## src/rtl/instruction_encoder_if.sv

```systemverilog
// Request and command handshake bundle for the instruction encoder.
interface instruction_encoder_if;
    logic        req_valid;
    logic        req_ready;
    logic        req_fmt;
    logic [2:0]  req_opcode;
    logic [31:0] req_src_addr;
    logic [31:0] req_dst_addr;
    logic [31:0] req_param1;
    logic [31:0] req_param2;
    logic [31:0] cmd;
    logic        cmd_valid;
    logic        cmd_ready;

    // Host/sequencer side: issues requests, consumes commands.
    modport master (
        output req_valid, req_fmt, req_opcode, req_src_addr, req_dst_addr,
               req_param1, req_param2, cmd_ready,
        input  req_ready, cmd, cmd_valid
    );

    // Encoder side: accepts requests, issues commands.
    modport slave (
        input  req_valid, req_fmt, req_opcode, req_src_addr, req_dst_addr,
               req_param1, req_param2, cmd_ready,
        output req_ready, cmd, cmd_valid
    );
endinterface

```

## src/rtl/instruction_encoder.sv

```systemverilog
// Range-checks field-level requests, packs them into 32-bit command words,
// buffers them in a small FIFO and issues them over a valid/ready handshake.
module instruction_encoder #(
    parameter int unsigned FIFO_DEPTH      = 4,
    parameter int unsigned HOLD_AFTER_XFER = 1
) (
    input  logic                         clk,
    input  logic                         rst_n,
    instruction_encoder_if.slave         bus,
    output logic [$clog2(FIFO_DEPTH):0]  fifo_count,
    output logic                         err_range,
    input  logic                         err_clear,
    output logic [15:0]                  sent_count
);

    localparam int unsigned AW = $clog2(FIFO_DEPTH);
    localparam int unsigned CW = AW + 1;

    localparam logic [1:0] IDLE = 2'd0;
    localparam logic [1:0] SEND = 2'd1;
    localparam logic [1:0] HOLD = 2'd2;

    logic [31:0]   r_mem [FIFO_DEPTH];
    logic [AW-1:0] r_wr_ptr;
    logic [AW-1:0] r_rd_ptr;
    logic [CW-1:0] r_count;
    logic          r_req_ready;
    logic [1:0]    r_state;
    logic [31:0]   r_cmd;
    logic          r_cmd_valid;
    logic          r_err;
    logic [15:0]   r_sent;

    logic          w_accept;
    logic          w_in_range;
    logic [31:0]   w_word;
    logic          w_push;
    logic          w_pop;
    logic          w_xfer;
    logic          w_empty;
    logic [1:0]    w_state_nxt;
    logic [CW-1:0] w_count_nxt;

    assign w_accept = bus.req_valid && r_req_ready;
    assign w_push   = w_accept && w_in_range;
    assign w_empty  = (r_count == '0);

    // Range check and packing of the incoming request.
    always_comb begin
        w_in_range = 1'b0;
        w_word     = '0;
        if (!bus.req_fmt) begin
            w_in_range = (bus.req_src_addr[31:12] == '0) && (bus.req_dst_addr[31:12] == '0);
            w_word     = {bus.req_opcode, bus.req_src_addr[11:0], bus.req_dst_addr[11:0], 5'd0};
        end else begin
            w_in_range = (bus.req_param1[31:16] == '0) && (bus.req_param2[31:13] == '0);
            w_word     = {bus.req_opcode, bus.req_param1[15:0], bus.req_param2[12:0]};
        end
    end

    // Output FSM next-state, pop and transfer decisions.
    always_comb begin
        w_state_nxt = r_state;
        w_pop       = 1'b0;
        w_xfer      = 1'b0;
        case (r_state)
            IDLE: begin
                if (!w_empty) begin
                    w_pop       = 1'b1;
                    w_state_nxt = SEND;
                end
            end
            SEND: begin
                if (bus.cmd_ready) begin
                    w_xfer = 1'b1;
                    if (HOLD_AFTER_XFER != 0) begin
                        w_state_nxt = HOLD;
                    end else if (!w_empty) begin
                        w_pop = 1'b1;
                    end else begin
                        w_state_nxt = IDLE;
                    end
                end
            end
            HOLD: begin
                if (!w_empty) begin
                    w_pop       = 1'b1;
                    w_state_nxt = SEND;
                end else begin
                    w_state_nxt = IDLE;
                end
            end
            default: w_state_nxt = IDLE;
        endcase
    end

    // Next FIFO occupancy; simultaneous push and pop cancel out.
    always_comb begin
        w_count_nxt = r_count;
        if (w_push && !w_pop) begin
            w_count_nxt = r_count + CW'(1);
        end else if (!w_push && w_pop) begin
            w_count_nxt = r_count - CW'(1);
        end
    end

    // FIFO storage; contents are don't-care until written.
    always_ff @(posedge clk) begin
        if (w_push) begin
            r_mem[r_wr_ptr] <= w_word;
        end
    end

    // FIFO pointers, occupancy and registered request ready.
    always_ff @(posedge clk or negedge rst_n) begin
        if (!rst_n) begin
            r_wr_ptr    <= '0;
            r_rd_ptr    <= '0;
            r_count     <= '0;
            r_req_ready <= 1'b1;
        end else begin
            if (w_push) r_wr_ptr <= r_wr_ptr + AW'(1);
            if (w_pop)  r_rd_ptr <= r_rd_ptr + AW'(1);
            r_count     <= w_count_nxt;
            r_req_ready <= (w_count_nxt != CW'(FIFO_DEPTH));
        end
    end

    // FSM state and registered command outputs.
    always_ff @(posedge clk or negedge rst_n) begin
        if (!rst_n) begin
            r_state     <= IDLE;
            r_cmd       <= '0;
            r_cmd_valid <= 1'b0;
            r_sent      <= '0;
        end else begin
            r_state     <= w_state_nxt;
            r_cmd_valid <= (w_state_nxt == SEND);
            if (w_pop)  r_cmd  <= r_mem[r_rd_ptr];
            if (w_xfer) r_sent <= r_sent + 16'd1;
        end
    end

    // Sticky range error; a new violation beats a clear in the same cycle.
    always_ff @(posedge clk or negedge rst_n) begin
        if (!rst_n) begin
            r_err <= 1'b0;
        end else if (w_accept && !w_in_range) begin
            r_err <= 1'b1;
        end else if (err_clear) begin
            r_err <= 1'b0;
        end
    end

    assign bus.req_ready = r_req_ready;
    assign bus.cmd       = r_cmd;
    assign bus.cmd_valid = r_cmd_valid;
    assign fifo_count    = r_count;
    assign err_range     = r_err;
    assign sent_count    = r_sent;

endmodule

```

## src/flat_wrapper.sv

```systemverilog
// flat-port wrapper written by rule: the top's interface ports become plain ports
module instruction_encoder_flat 
#(
    parameter int unsigned FIFO_DEPTH      = 4,
    parameter int unsigned HOLD_AFTER_XFER = 1
)
  (clk, rst_n, fifo_count, err_range, err_clear, sent_count, bus_req_valid, bus_req_fmt, bus_req_opcode, bus_req_src_addr, bus_req_dst_addr, bus_req_param1, bus_req_param2, bus_cmd_ready, bus_req_ready, bus_cmd, bus_cmd_valid);
  instruction_encoder_if bus_i ();
  input  logic clk;
  input  logic rst_n;
  output logic [$clog2(FIFO_DEPTH):0] fifo_count;
  output logic err_range;
  input  logic err_clear;
  output logic [15:0] sent_count;
  input wire logic [$bits(bus_i.req_valid)-1:0] bus_req_valid;
  input wire logic [$bits(bus_i.req_fmt)-1:0] bus_req_fmt;
  input wire logic [$bits(bus_i.req_opcode)-1:0] bus_req_opcode;
  input wire logic [$bits(bus_i.req_src_addr)-1:0] bus_req_src_addr;
  input wire logic [$bits(bus_i.req_dst_addr)-1:0] bus_req_dst_addr;
  input wire logic [$bits(bus_i.req_param1)-1:0] bus_req_param1;
  input wire logic [$bits(bus_i.req_param2)-1:0] bus_req_param2;
  input wire logic [$bits(bus_i.cmd_ready)-1:0] bus_cmd_ready;
  output wire logic [$bits(bus_i.req_ready)-1:0] bus_req_ready;
  output wire logic [$bits(bus_i.cmd)-1:0] bus_cmd;
  output wire logic [$bits(bus_i.cmd_valid)-1:0] bus_cmd_valid;
  assign bus_i.req_valid = bus_req_valid;
  assign bus_i.req_fmt = bus_req_fmt;
  assign bus_i.req_opcode = bus_req_opcode;
  assign bus_i.req_src_addr = bus_req_src_addr;
  assign bus_i.req_dst_addr = bus_req_dst_addr;
  assign bus_i.req_param1 = bus_req_param1;
  assign bus_i.req_param2 = bus_req_param2;
  assign bus_i.cmd_ready = bus_cmd_ready;
  assign bus_req_ready = bus_i.req_ready;
  assign bus_cmd = bus_i.cmd;
  assign bus_cmd_valid = bus_i.cmd_valid;
  instruction_encoder #(.FIFO_DEPTH(FIFO_DEPTH), .HOLD_AFTER_XFER(HOLD_AFTER_XFER)) u_core (.clk(clk), .rst_n(rst_n), .bus(bus_i), .fifo_count(fifo_count), .err_range(err_range), .err_clear(err_clear), .sent_count(sent_count));
endmodule
```

## config.mk

```make
export PLATFORM = sky130hd
export DESIGN_NAME = instruction_encoder_flat
export DESIGN_NICKNAME = d
export VERILOG_FILES = /design/src/rtl/instruction_encoder_if.sv /design/src/rtl/instruction_encoder.sv /design/src/flat_wrapper.sv
export SDC_FILE = /design/constraint.sdc
export NUM_CORES = 1
export LEC_CHECK = 0
export CORE_AREA = 2 2 194 120
export CTS_CLUSTER_SIZE = 16
export DETAILED_ROUTE_END_ITERATION = 6
export DIE_AREA = 0 0 196 122
export DONT_BUFFER_PORTS = 1
export GPL_ROUTABILITY_DRIVEN = 0
export PLACE_DENSITY_LB_ADDON = 0.2
export SYNTH_ARGS = -nofsm -noshare
export SYNTH_HDL_FRONTEND = slang
export SYNTH_SLANG_ARGS = --single-unit
```

## constraint.sdc

```tcl
create_clock -name clk -period 4.45 [get_ports clk]
set_input_delay 0.89 -clock clk [delete_from_list [all_inputs] [get_ports clk]]
set_output_delay 0.89 -clock clk [all_outputs]
set_load 0.02 [all_outputs]
```

; Yosys cells after proc, flatten, opt, wreduce, memory -nomap -nowiden
; Memory sizes are Yosys's and may differ from the RTL's. A register that Yosys moved wholly into a read port is not among the register bits.
; Cells that the tools add are included.
[classes]
n_addsub = 5
n_eq_ne = 4
mux = 16
reduce_logical = 19
[ops]
columns = operator, count
row1 = 20-bit zero test, 2
row2 = 29-bit 2-to-1 mux, 1
row3 = 19-bit zero test, 1
row4 = "16-bit by 1-bit adder with 16-bit output, second input constant", 1
row5 = 16-bit zero test, 1
row6 = 1-bit 2-to-1 mux, 10
row7 = 1-bit logical AND, 7
row8 = 3-bit 2-to-1 mux, 2
row9 = 2-bit case mux with 3 select lines, 1
row10 = "2-bit by 1-bit adder with 2-bit output, second input constant", 2
row11 = "2-bit by 1-bit equality test with 1-bit output, second input constant", 2
row12 = 1-bit zero test, 4
row13 = 2-bit 2-to-1 mux, 2
row14 = "3-bit by 1-bit adder with 3-bit output, second input constant", 1
row15 = 3-bit zero test, 1
row16 = "3-bit inequality test, second input constant", 1
row17 = "3-bit by 1-bit subtractor with 3-bit output, second input constant", 1
row18 = "2-bit equality test, second input constant", 1
row19 = 2-bit zero test, 1
row20 = 2-bit nonzero test, 1
row21 = 2-bit OR reduction, 1
[totals]
regBits = 28
mem_bits_rw = 128
inputBits = 137
output_inout_bits = 54
wordCells = 53
memories = 1
[memory_table]
columns = name, depth, width, rd, rd_ports_with_merged_regs, write_ports, line_no
row1 = u_core.r_mem, 4, 32, 1, 1, 1, instruction_encoder.sv:23  ; logic [31:0] r_mem [FIFO_DEPTH];

; Depth between registers and ports, before layout
; Gate-level depths: netlist of the first run.
[depth]
word_depth = 9
ltp_mapped = 8
mapped_depth_nobuf = 7

; Worst setup path after synthesis of the first run
; OpenSTA, ideal clock, no wires.
[synth_timing]
kind = input -> register
startpoint = input port bus_req_param1[19]
endpoint = memory u_core.r_mem[0][0], enable pin
setup_ps = 392
arrival_time_ps = 2759
required_time_ps = 4058
path_slack_ps = 1299
stages = 5
n_path_buf = 0
path_cell_list = nor4_1 > nand4_1 > or3_4 > a21oi_4 > and2_1
[synth_via]
elab_chain_cells = 6
[synth_lines]
columns = item, line_no
row1 = "start, declared", flat_wrapper.sv:20  ; input wire logic [$bits(bus_i.req_param1)-1:0] bus_req_param1;
row2 = 16-bit zero test, instruction_encoder.sv:56  ; w_in_range = (bus.req_param1[31:16] == '0) && (bus.req_param2[31:13] == '0);
row3 = 1-bit logical AND, instruction_encoder.sv:56
row4 = 1-bit 2-to-1 mux, instruction_encoder.sv:52  ; if (!bus.req_fmt) begin
row5 = 1-bit logical AND, instruction_encoder.sv:45  ; assign w_push = w_accept && w_in_range;
row6 = 1-bit 2-to-1 mux, instruction_encoder.sv:109  ; if (w_push) begin
row7 = 1-bit 2-to-1 mux (not written as such), instruction_encoder.sv:110  ; r_mem[r_wr_ptr] <= w_word;
row8 = "end, declared", instruction_encoder.sv:23
; Every way passes these cells.

; Final worst setup path of the first run
[layout_timing]
startpoint = input port bus_req_param1[19]
endpoint = memory u_core.r_mem[0][19], enable pin
; The elaborated chain is that of the path after synthesis.

==> flow_summary.json, run 1 <==
{
  "clock_skew_ns": 0.009678,
  "power_density_nw_per_um2": 608.9,
  "synthFlopType": "edfxtp_1",
  "fin_nets": 633,
  "yosysTopAreaCell": "edfxtp_1",
  "cap_violations": 0,
  "mostFrequentLayoutCells": "128 x edfxtp_1, 113 x nand2_1, 57 x dfrtp_1",
  "period_share_pct": 63.93,
  "p_leak_nw": 3.080,
  "criticalPathCategory": "in -> reg",
  "post_drt_wl_per_cell_um": 20.90,
  "ioPinCount": 191,
  "ir_drop_uv": 253.6,
  "cp_num_cells": 5,
  "start_util_pct": 34.00,
  "reg2reg_slack_ns": 2.09,
  "setup_viol": 0,
  "dr.pass1.iters": 5,
  "routed_wl_um": 16570,
  "p_seq_share_pct": 50.8,
  "final.setup.worst_slack_ns": 1.605,
  "detailed_place.area_um2": 7939,
  "syn_area_um2": 7610,
  "cts_buffers": 17,
  "crit_arrival_ns": 2.89,
  "rows": 43,
  "use_met3_pct": 3.654,
  "worstPathRequired_ns": 4.50,
  "drt_iter0_drc": 318,
  "grt.total_usage_pct": 14.34,
  "cp-startpoint": "bus_req_param1[19]",
  "areaGrowthSynthToFinish_pct": 12.13,
  "vias": 4002,
  "cts_tree": "done",
  "synthArstFlopShare_pct": 31.91,
  "ys_warn_count": 0,
  "met1_usage_pct": 21.60,
  "fmax_mhz": 351.5,
  "combPwrFrac_pct": 20.0,
  "design_area_um2": 8533,
  "p_int_mw": 3.422,
  "synth.distinct_cells": 33,
  "grt_pass1_wl_um": 24610,
  "hold_path.class": "in -> async",
  "critPathCaptureType": "register",
  "cts_sinks": 188,
  "drv_slew": 0,
  "cp_top_family": "simple AND/OR/NAND/NOR gates",
  "final_common_cell": "edfxtp_1",
  "core_um2": 22380,
  "ff2ff_path_depth": 6,
  "worstSetupStartpointType": "input pin",
  "cts_setup_buffers": 0,
  "drt_drc_violations_left": 0,
  "grt_pass1_vias": 3931,
  "syn-num-nets": 630,
  "crit_fanout": 32,
  "synth.area.top_cells": "edfxtp_1 51%, dfrtp_1 19%, mux4_2 9.5%",
  "routed_via_density": 5.047,
  "worstSkewPairLatency_ns": 0.43,
  "synth_cells": 485,
  "regToRegStartpoint": "u_core.fifo_count[0]",
  "root_buffer": "clkbuf_16",
  "antenna_found_initial": 0,
  "critPathCapture": "u_core.r_mem[0][19]",
  "synth_area_per_cell_um2": 15.69,
  "cts_hold_buffers": 0,
  "hold_viol_final": 0,
  "slew_headroom_pct": 39.35,
  "slowest_stage": "and2_2",
  "n_antenna_cell": 0,
  "path_cells": "nor4_1 -> nand4_1 -> or3_4 -> a21oi_4 -> and2_2",
  "htree_levels": 4,
  "ys_seq_area_share_pct": 70.26,
  "numPortBuffers": 0,
  "die_area_um2": 23910,
  "r2r-end": "u_core.bus.req_ready",
  "dp_hpwl_um": 10620,
  "worst_pin_slew_ns": 0.9098,
  "gr-total-overflow": 0,
  "cts.path.max_buffers": 2,
  "rsz0062_at_grt": "no",
  "fin_crit_ns": 2.845,
  "met2_usage_pct": 20.26,
  "switching_share_pct": 34.15,
  "pre_cts_ws_ns": 1.090,
  "drive_gt1_share_pct": 20.56,
  "die_w_um": 196,
  "p_clk_share_pct": 29.2,
  "clkTransAtPathRegs_ns": 0.07,
  "cts_resized": 0,
  "utilization_pct": 38.13,
  "ys_ff_latch": 188,
  "final_antenna_net_count": 0,
  "die_height_um": 122,
  "num-fill-cells": 2092,
  "p_sw_mw": 1.774,
  "synth_top_area_share_pct": 50.51,
  "setup_tns_ns": 0,
  "status": "complete, no violations",
  "power.total_mw": 5.196,
  "worst-path-buf-inv": 0,
  "top_usage_layer": "met1",
  "synth-edff-count": 128,
  "critPathMaxStageDelay_ns": 0.80,
  "grt_max_degree": 61
}
cell usage after synthesis (7+ instances only):
master,n
and2_1,9
clkbuf_1,13
dfrtp_1,59
edfxtp_1,128
ha_1,8
inv_1,7
mux2_2,25
mux4_2,32
nand2_1,113
nand3_1,7
nor2_1,7
nor4_1,19
xnor2_1,15
registers in the layout, summed over array words and instances, names as in the netlist:
| signal | count |
|---|---|
| u_core.bus.req_ready | 1 |
| u_core.r_mem | 128 |
| u_core.fifo_count | 3 |
| u_core.bus.cmd | 32 |
| u_core.r_state | 2 |
| u_core.sent_count | 16 |
| u_core.bus.cmd_valid | 1 |
| u_core.r_wr_ptr | 2 |
| u_core.r_rd_ptr | 2 |
| u_core.err_range | 1 |
cell type report:
type | instances | area, µm² | area share (%)
Clock buffer | 20 | 500.5 | 5.865
Clock inverter | 12 | 93.84 | 1.100
Inverter | 7 | 26.28 | 0.3079
Multi-Input combinational cell | 272 | 2183 | 25.59
Tap cell | 292 | 365.4 | 4.282
Timing Repair Buffer | 2 | 15.01 | 0.1760
Sequential cell | 188 | 5349 | 62.68
cells by family (layout without fill, tap and decap cells):
logic type	after synthesis	in the layout	synth area share, %
xor gates and xnor gates	20	20	2.302
AOI/OAI and AO/OA	15	15	1.414
adders and majority gates	8	8	1.315
buffers and inverters	25	41	1.283
muxes	57	57	13.17
DFF	188	188	70.26
and+or+nand+nor	172	172	10.26
worst min path at each step:
stage | to | slack, ns | cells past startpoint
floorplan | u_core.bus.cmd_valid | 0.52 | 2
global placement | u_core.r_state[0] | 0.55 | 2
detailed placement | u_core.r_state[0] | 0.55 | 2
CTS | u_core.bus.cmd[27] | 0.13 | 0
global route | u_core.bus.cmd[27] | 0.12 | 0
finish | u_core.bus.cmd[27] | 0.15 | 0
per-layer routing:
metal / vias up / part of all wire, %
li1: 1808 / -
met1: 2071 / 51
met2: 115 / 43
met3: 8 / 5.3
met4: 0 / 0.75
met5: - / 0
power by group through the flow:
stage	sequential (mW)	clock, mW	combinational [mW]
finish	2.64	1.52	1.04
global route	2.68	1.63	1.18
CTS	2.66	1.55	1.07
detailed placement	2.69	0	1.06
global placement	2.69	0	1.04
floorplan	2.49	0	0.912
stage by stage:
stage          cells  hold slack [ns]
2_1_floorplan    485           0.5212
3_3_place_gp     761           0.5459
3_5_place_dp     761           0.5480
4_1_cts          793           0.1280
5_1_grt          793           0.1242
6_report         793           0.1527
Note: power is estimated with default switching activity, not from simulation.
==> run 2, diff against run 1 <==
==> constraint.sdc (replaced) <==
create_clock -name clk -period 3 [get_ports clk]
set_input_delay 0.6 -clock clk [delete_from_list [all_inputs] [get_ports clk]]
set_output_delay 0.6 -clock clk [all_outputs]
set_load 0.02 [all_outputs]
==> run 2 against run 1 <==
Utilization rose by 0.38 points; count of clock-buffer cells in the layout fell by 1; non-clock buffer count rose by 13; via count rose by 2.7%; combinational power rose by 61%; sequential power rose by 46%; clock power rose by 41%; critical endpoint is now u_core.r_mem[3][29]; highest routed layer unchanged.
==> flow_summary.json, run 2 (same netlist as run 1, synthesis figures left out) <==
{
  "cts.path.max_buffers": 2,
  "die_area_um2": 23910,
  "cts_resized": 0,
  "period_share_pct": 73.80,
  "gr-total-overflow": 0,
  "ff2ff_path_depth": 6,
  "routed_via_density": 5.102,
  "p_int_mw": 5.049,
  "drv_slew": 0,
  "combPwrFrac_pct": 21.8,
  "fin_nets": 646,
  "cp_num_cells": 6,
  "drt_drc_violations_left": 0,
  "crit_fanout": 16,
  "worstSkewPairLatency_ns": 0.43,
  "cts_hold_buffers": 2,
  "drive_gt1_share_pct": 21.98,
  "clock_skew_ns": 0.008113,
  "r2r-end": "u_core.bus.req_ready",
  "n_antenna_cell": 0,
  "drt_iter0_drc": 318,
  "numPortBuffers": 0,
  "cp_top_family": "simple AND/OR/NAND/NOR gates",
  "final_antenna_net_count": 0,
  "areaGrowthSynthToFinish_pct": 13.25,
  "vias": 4112,
  "die_height_um": 122,
  "switching_share_pct": 34.13,
  "mostFrequentLayoutCells": "128 x edfxtp_1, 113 x nand2_1, 57 x dfrtp_1",
  "worst_pin_slew_ns": 0.9146,
  "core_um2": 22380,
  "post_drt_wl_per_cell_um": 21.38,
  "dp_hpwl_um": 11230,
  "final.setup.worst_slack_ns": 0.7860,
  "hold_viol_final": 0,
  "cts_tree": "done",
  "worstPathRequired_ns": 3.11,
  "root_buffer": "clkbuf_16",
  "dr.pass1.iters": 4,
  "htree_levels": 4,
  "rows": 43,
  "grt.total_usage_pct": 14.82,
  "reg2reg_slack_ns": 0.81,
  "grt_max_degree": 60,
  "worstSetupStartpointType": "input pin",
  "regToRegStartpoint": "u_core.fifo_count[0]",
  "grt_pass1_vias": 4133,
  "rsz0062_at_grt": "no",
  "final_common_cell": "edfxtp_1",
  "cap_violations": 0,
  "ir_drop_uv": 373.9,
  "fin_crit_ns": 2.214,
  "cts_buffers": 17,
  "setup_viol": 0,
  "critPathCaptureType": "register",
  "largest_reg_flops": 128,
  "num-fill-cells": 2088,
  "path_cells": "nor4_1 -> nand4_1 -> or3_4 -> a21oi_4 -> and2_2 -> buf_4",
  "setup_tns_ns": 0,
  "power_density_nw_per_um2": 889.3,
  "clkTransAtPathRegs_ns": 0.07,
  "pre_cts_ws_ns": 0.3302,
  "routed_wl_um": 17230,
  "grt_pass1_wl_um": 25470,
  "slew_headroom_pct": 39.03,
  "regMostFlops": "u_core.r_mem",
  "worst-path-buf-inv": 1,
  "cts_sinks": 188,
  "die_w_um": 196,
  "ioPinCount": 191,
  "criticalPathCategory": "in -> reg",
  "critPathMaxStageDelay_ns": 0.45,
  "p_sw_mw": 2.616,
  "p_seq_share_pct": 50.2,
  "status": "complete, no violations",
  "p_clk_share_pct": 28.1,
  "cts_setup_buffers": 0,
  "antenna_found_initial": 0,
  "crit_arrival_ns": 2.33,
  "p_leak_nw": 3.131,
  "fmax_mhz": 451.7,
  "hold_path.class": "in -> async",
  "start_util_pct": 34.00,
  "slowest_stage": "or3_4"
}
[run 2: cell count changes in the layout (fill, tap and decap cells not counted), moves of 2 or more]
cell	delta
buf_4	+11
clkbuf_16	-3
inv_6	-2
inv_4	-2
clkinv_4	+2
[run 2: power by group through the flow]
| stage | clock network, mW | registers [mW] | logic [mW] |
|---|---|---|---|
| after global placement | 0 | 3.91 | 1.64 |
| after global routing | 2.32 | 3.90 | 1.88 |
| after CTS | 2.22 | 3.87 | 1.72 |
| after floorplan | 0 | 3.70 | 1.35 |
| after detailed placement | 0 | 3.92 | 1.69 |
| final | 2.15 | 3.85 | 1.67 |
[run 2: final cells by class]
| cell class | count | area [µm²] | area share, % |
|---|---|---|---|
| sequential | 188 | 5349 | 62.06 |
| multi-input combinational | 272 | 2183 | 25.33 |
| clock buffer | 19 | 442.9 | 5.139 |
| tap | 292 | 365.4 | 4.239 |
| timing repair buffer | 15 | 135.1 | 1.568 |
| clock inverter | 13 | 116.4 | 1.350 |
| inverter | 7 | 26.28 | 0.3049 |
[run 2: through the flow]
step                instances  hold WS (ns)  utilization (%)  power [mW]  area (µm²)
finish                    806       0.05431            38.51       7.664        8618
global route              806       0.05686            38.51       8.105        8618
CTS                       806       0.04722            38.51       7.810        8618
detailed placement        772        0.3058            35.84       5.605        8021
global placement          772        0.3064            35.84       5.551        8021
floorplan                 485        0.3044                -       5.049        7610
[run 2: worst reg2reg max path: cells and delay by family, from the launching register on]
kind / cells / cell delay (ns)
simple gates: 2 / 0.47
fa+ha+maj: 1 / 0.26
buf+inv: 1 / 0.12
flops: 1 / 0.56
compound gates: 2 / 0.71
[run 2: per-layer routing]
metal | track usage (%) | vias up | wire (µm)
li1 | - | 1836 | -
met3 | 4.485 | 12 | 969
met1 | 21.96 | 2143 | 8514
met5 | 0 | - | 0
met2 | 20.95 | 121 | 7594
met4 | 4.261 | 0 | 153
[run 2: worst max path at each step]
stage	from	to	slack, ns
4_1_cts	u_core.fifo_count[0]	u_core.bus.req_ready	0.77
3_3_place_gp	bus_req_param1[19]	u_core.r_mem[2][29]	0.41
6_report	bus_req_param1[19]	u_core.r_mem[3][29]	0.79
2_1_floorplan	bus_req_param1[19]	u_core.r_mem[0][0]	0.14
5_1_grt	bus_req_param1[19]	u_core.r_mem[2][3]	0.66
3_5_place_dp	bus_req_param1[19]	u_core.r_mem[3][20]	0.33
==> run 3, diff against run 2 <==
==> constraint.sdc (replaced) <==
create_clock -name clk -period 2.09 [get_ports clk]
set_input_delay 0.418 -clock clk [delete_from_list [all_inputs] [get_ports clk]]
set_output_delay 0.418 -clock clk [all_outputs]
set_load 0.02 [all_outputs]
==> run 3 against run 2 <==
Count of clock-buffer cells in the layout is 4 higher; setup slack worse by 0.52 ns; total power is 47% higher; utilization is 1.6 points higher; cell count is 2.6% higher; routed wire length is 1.6% higher; combinational power is 64% higher; global-route usage is 0.38 points higher; via count is 0.58% higher; final area is 4.2% higher; largest power group unchanged.
==> flow_summary.json, run 3 (same netlist as run 1, synthesis figures left out) <==
{
  "path_cells": "nor4_1 -> nand4_1 -> or3_4 -> a21oi_4 -> and2_4 -> buf_4",
  "setup_tns_ns": 0,
  "final_common_cell": "edfxtp_1",
  "grt_pass1_vias": 4190,
  "worstPathRequired_ns": 2.23,
  "drv_slew": 0,
  "worst-path-buf-inv": 1,
  "critPathMaxStageDelay_ns": 0.38,
  "rsz0062_at_grt": "no",
  "mostFrequentLayoutCells": "128 x edfxtp_1, 113 x nand2_1, 57 x dfrtp_1",
  "worst_pin_slew_ns": 0.4305,
  "dr.pass1.iters": 4,
  "htree_levels": 4,
  "final_antenna_net_count": 0,
  "critPathCaptureType": "register",
  "worstSetupStartpointType": "input pin",
  "cts_sinks": 188,
  "gr-total-overflow": 0,
  "start_util_pct": 34.00,
  "cts_tree": "done",
  "rows": 43,
  "die_w_um": 196,
  "die_area_um2": 23910,
  "slew_headroom_pct": 71.30,
  "regMostFlops": "u_core.r_mem",
  "vias": 4136,
  "crit_fanout": 7,
  "numPortBuffers": 0,
  "root_buffer": "clkbuf_16",
  "antenna_found_initial": 0,
  "status": "complete, no violations",
  "cap_violations": 0,
  "routed_via_density": 5.001,
  "cts_setup_buffers": 0,
  "cts_buffers": 17,
  "drt_drc_violations_left": 0,
  "slowest_stage": "or3_4",
  "power_density_nw_per_um2": 1254,
  "grt_max_degree": 61,
  "cts_resized": 0,
  "post_drt_wl_per_cell_um": 21.16,
  "areaGrowthSynthToFinish_pct": 18.02,
  "hold_viol_final": 0,
  "die_height_um": 122,
  "clkTransAtPathRegs_ns": 0.07,
  "hold_path.class": "in -> reg",
  "p_leak_nw": 3.290,
  "cts_hold_buffers": 2,
  "num-fill-cells": 2050,
  "ioPinCount": 191,
  "fmax_mhz": 548.1,
  "criticalPathCategory": "in -> reg",
  "period_share_pct": 87.30,
  "largest_reg_flops": 128,
  "fin_nets": 667,
  "core_um2": 22380,
  "n_antenna_cell": 0,
  "cts.path.max_buffers": 2,
  "fin_crit_ns": 1.824,
  "drive_gt1_share_pct": 26.17,
  "drt_iter0_drc": 308,
  "dp_hpwl_um": 11780,
  "grt.total_usage_pct": 15.20,
  "cp_top_family": "simple AND/OR/NAND/NOR gates",
  "setup_viol": 0,
  "grt_pass1_wl_um": 26080,
  "worstSkewPairLatency_ns": 0.44,
  "crit_arrival_ns": 1.96,
  "ir_drop_uv": 540.0,
  "routed_wl_um": 17500,
  "instances_no_fill": 827,
  "clock_skew_ns": 0.01352,
  "placed_cells": 793
}
run 3: final timing paths:
check	startpoint	end	slack, ns	cells after the start
setup / recovery	bus_req_src_addr[23]	u_core.r_mem[3][29]	0.27	6
hold / removal	bus_req_opcode[2]	u_core.r_mem[3][31]	0.08	0
setup reg to reg	u_core.bus.req_ready	u_core.r_mem[3][29]	0.31	4
hold reg to reg	u_core.r_state[1]	u_core.bus.cmd_valid	0.59	2
max in group asynchronous	rst_n	u_core.bus.req_ready	1.23	2
min in group asynchronous	rst_n	u_core.bus.cmd[30]	0.56	2
run 3: stage by stage:
stage | hold WS, ns | worst slack, ns | utilization (%) | total power [mW] | cell area, µm²
floorplan | 0.1224 | -0.05990 | - | 7.249 | 7680
finish | 0.07730 | 0.2655 | 40.13 | 11.26 | 8981
global route | 0.05542 | 0.09964 | 40.13 | 11.91 | 8981
global placement | 0.1243 | -0.1574 | 37.39 | 8.168 | 8369
detailed placement | 0.1238 | -0.1759 | 37.39 | 8.225 | 8369
CTS | 0.05530 | 0.2828 | 40.13 | 11.47 | 8981
run 3: layer usage:
metal / wire length (µm) / part of all wire, % / up-vias / track usage [%]
li1: - / - / 1874 / -
met1: 8622 / 49 / 2139 / 22.18
met2: 7871 / 45 / 111 / 22.24
met3: 822 / 4.7 / 12 / 3.821
met4: 184 / 1.1 / 0 / 4.972
met5: 0 / 0 / - / 0
run 3: final cells by class:
type,count,area [µm²],area share [%]
Clock buffer,23,500.5,5.573
Multi-Input combinational cell,272,2248,25.03
Timing Repair Buffer,36,417.9,4.653
Inverter,7,26.28,0.2926
Tap cell,292,365.4,4.068
Sequential cell,188,5349,59.56
Clock inverter,9,73.82,0.8220
run 3: power by group:
part	leakage [nW]	switching (mW)	internal, mW
sequential	1.87	0.887	4.47
clock	0.285	1.44	1.72
combinational	1.14	1.50	1.24
total	3.29	3.83	7.43
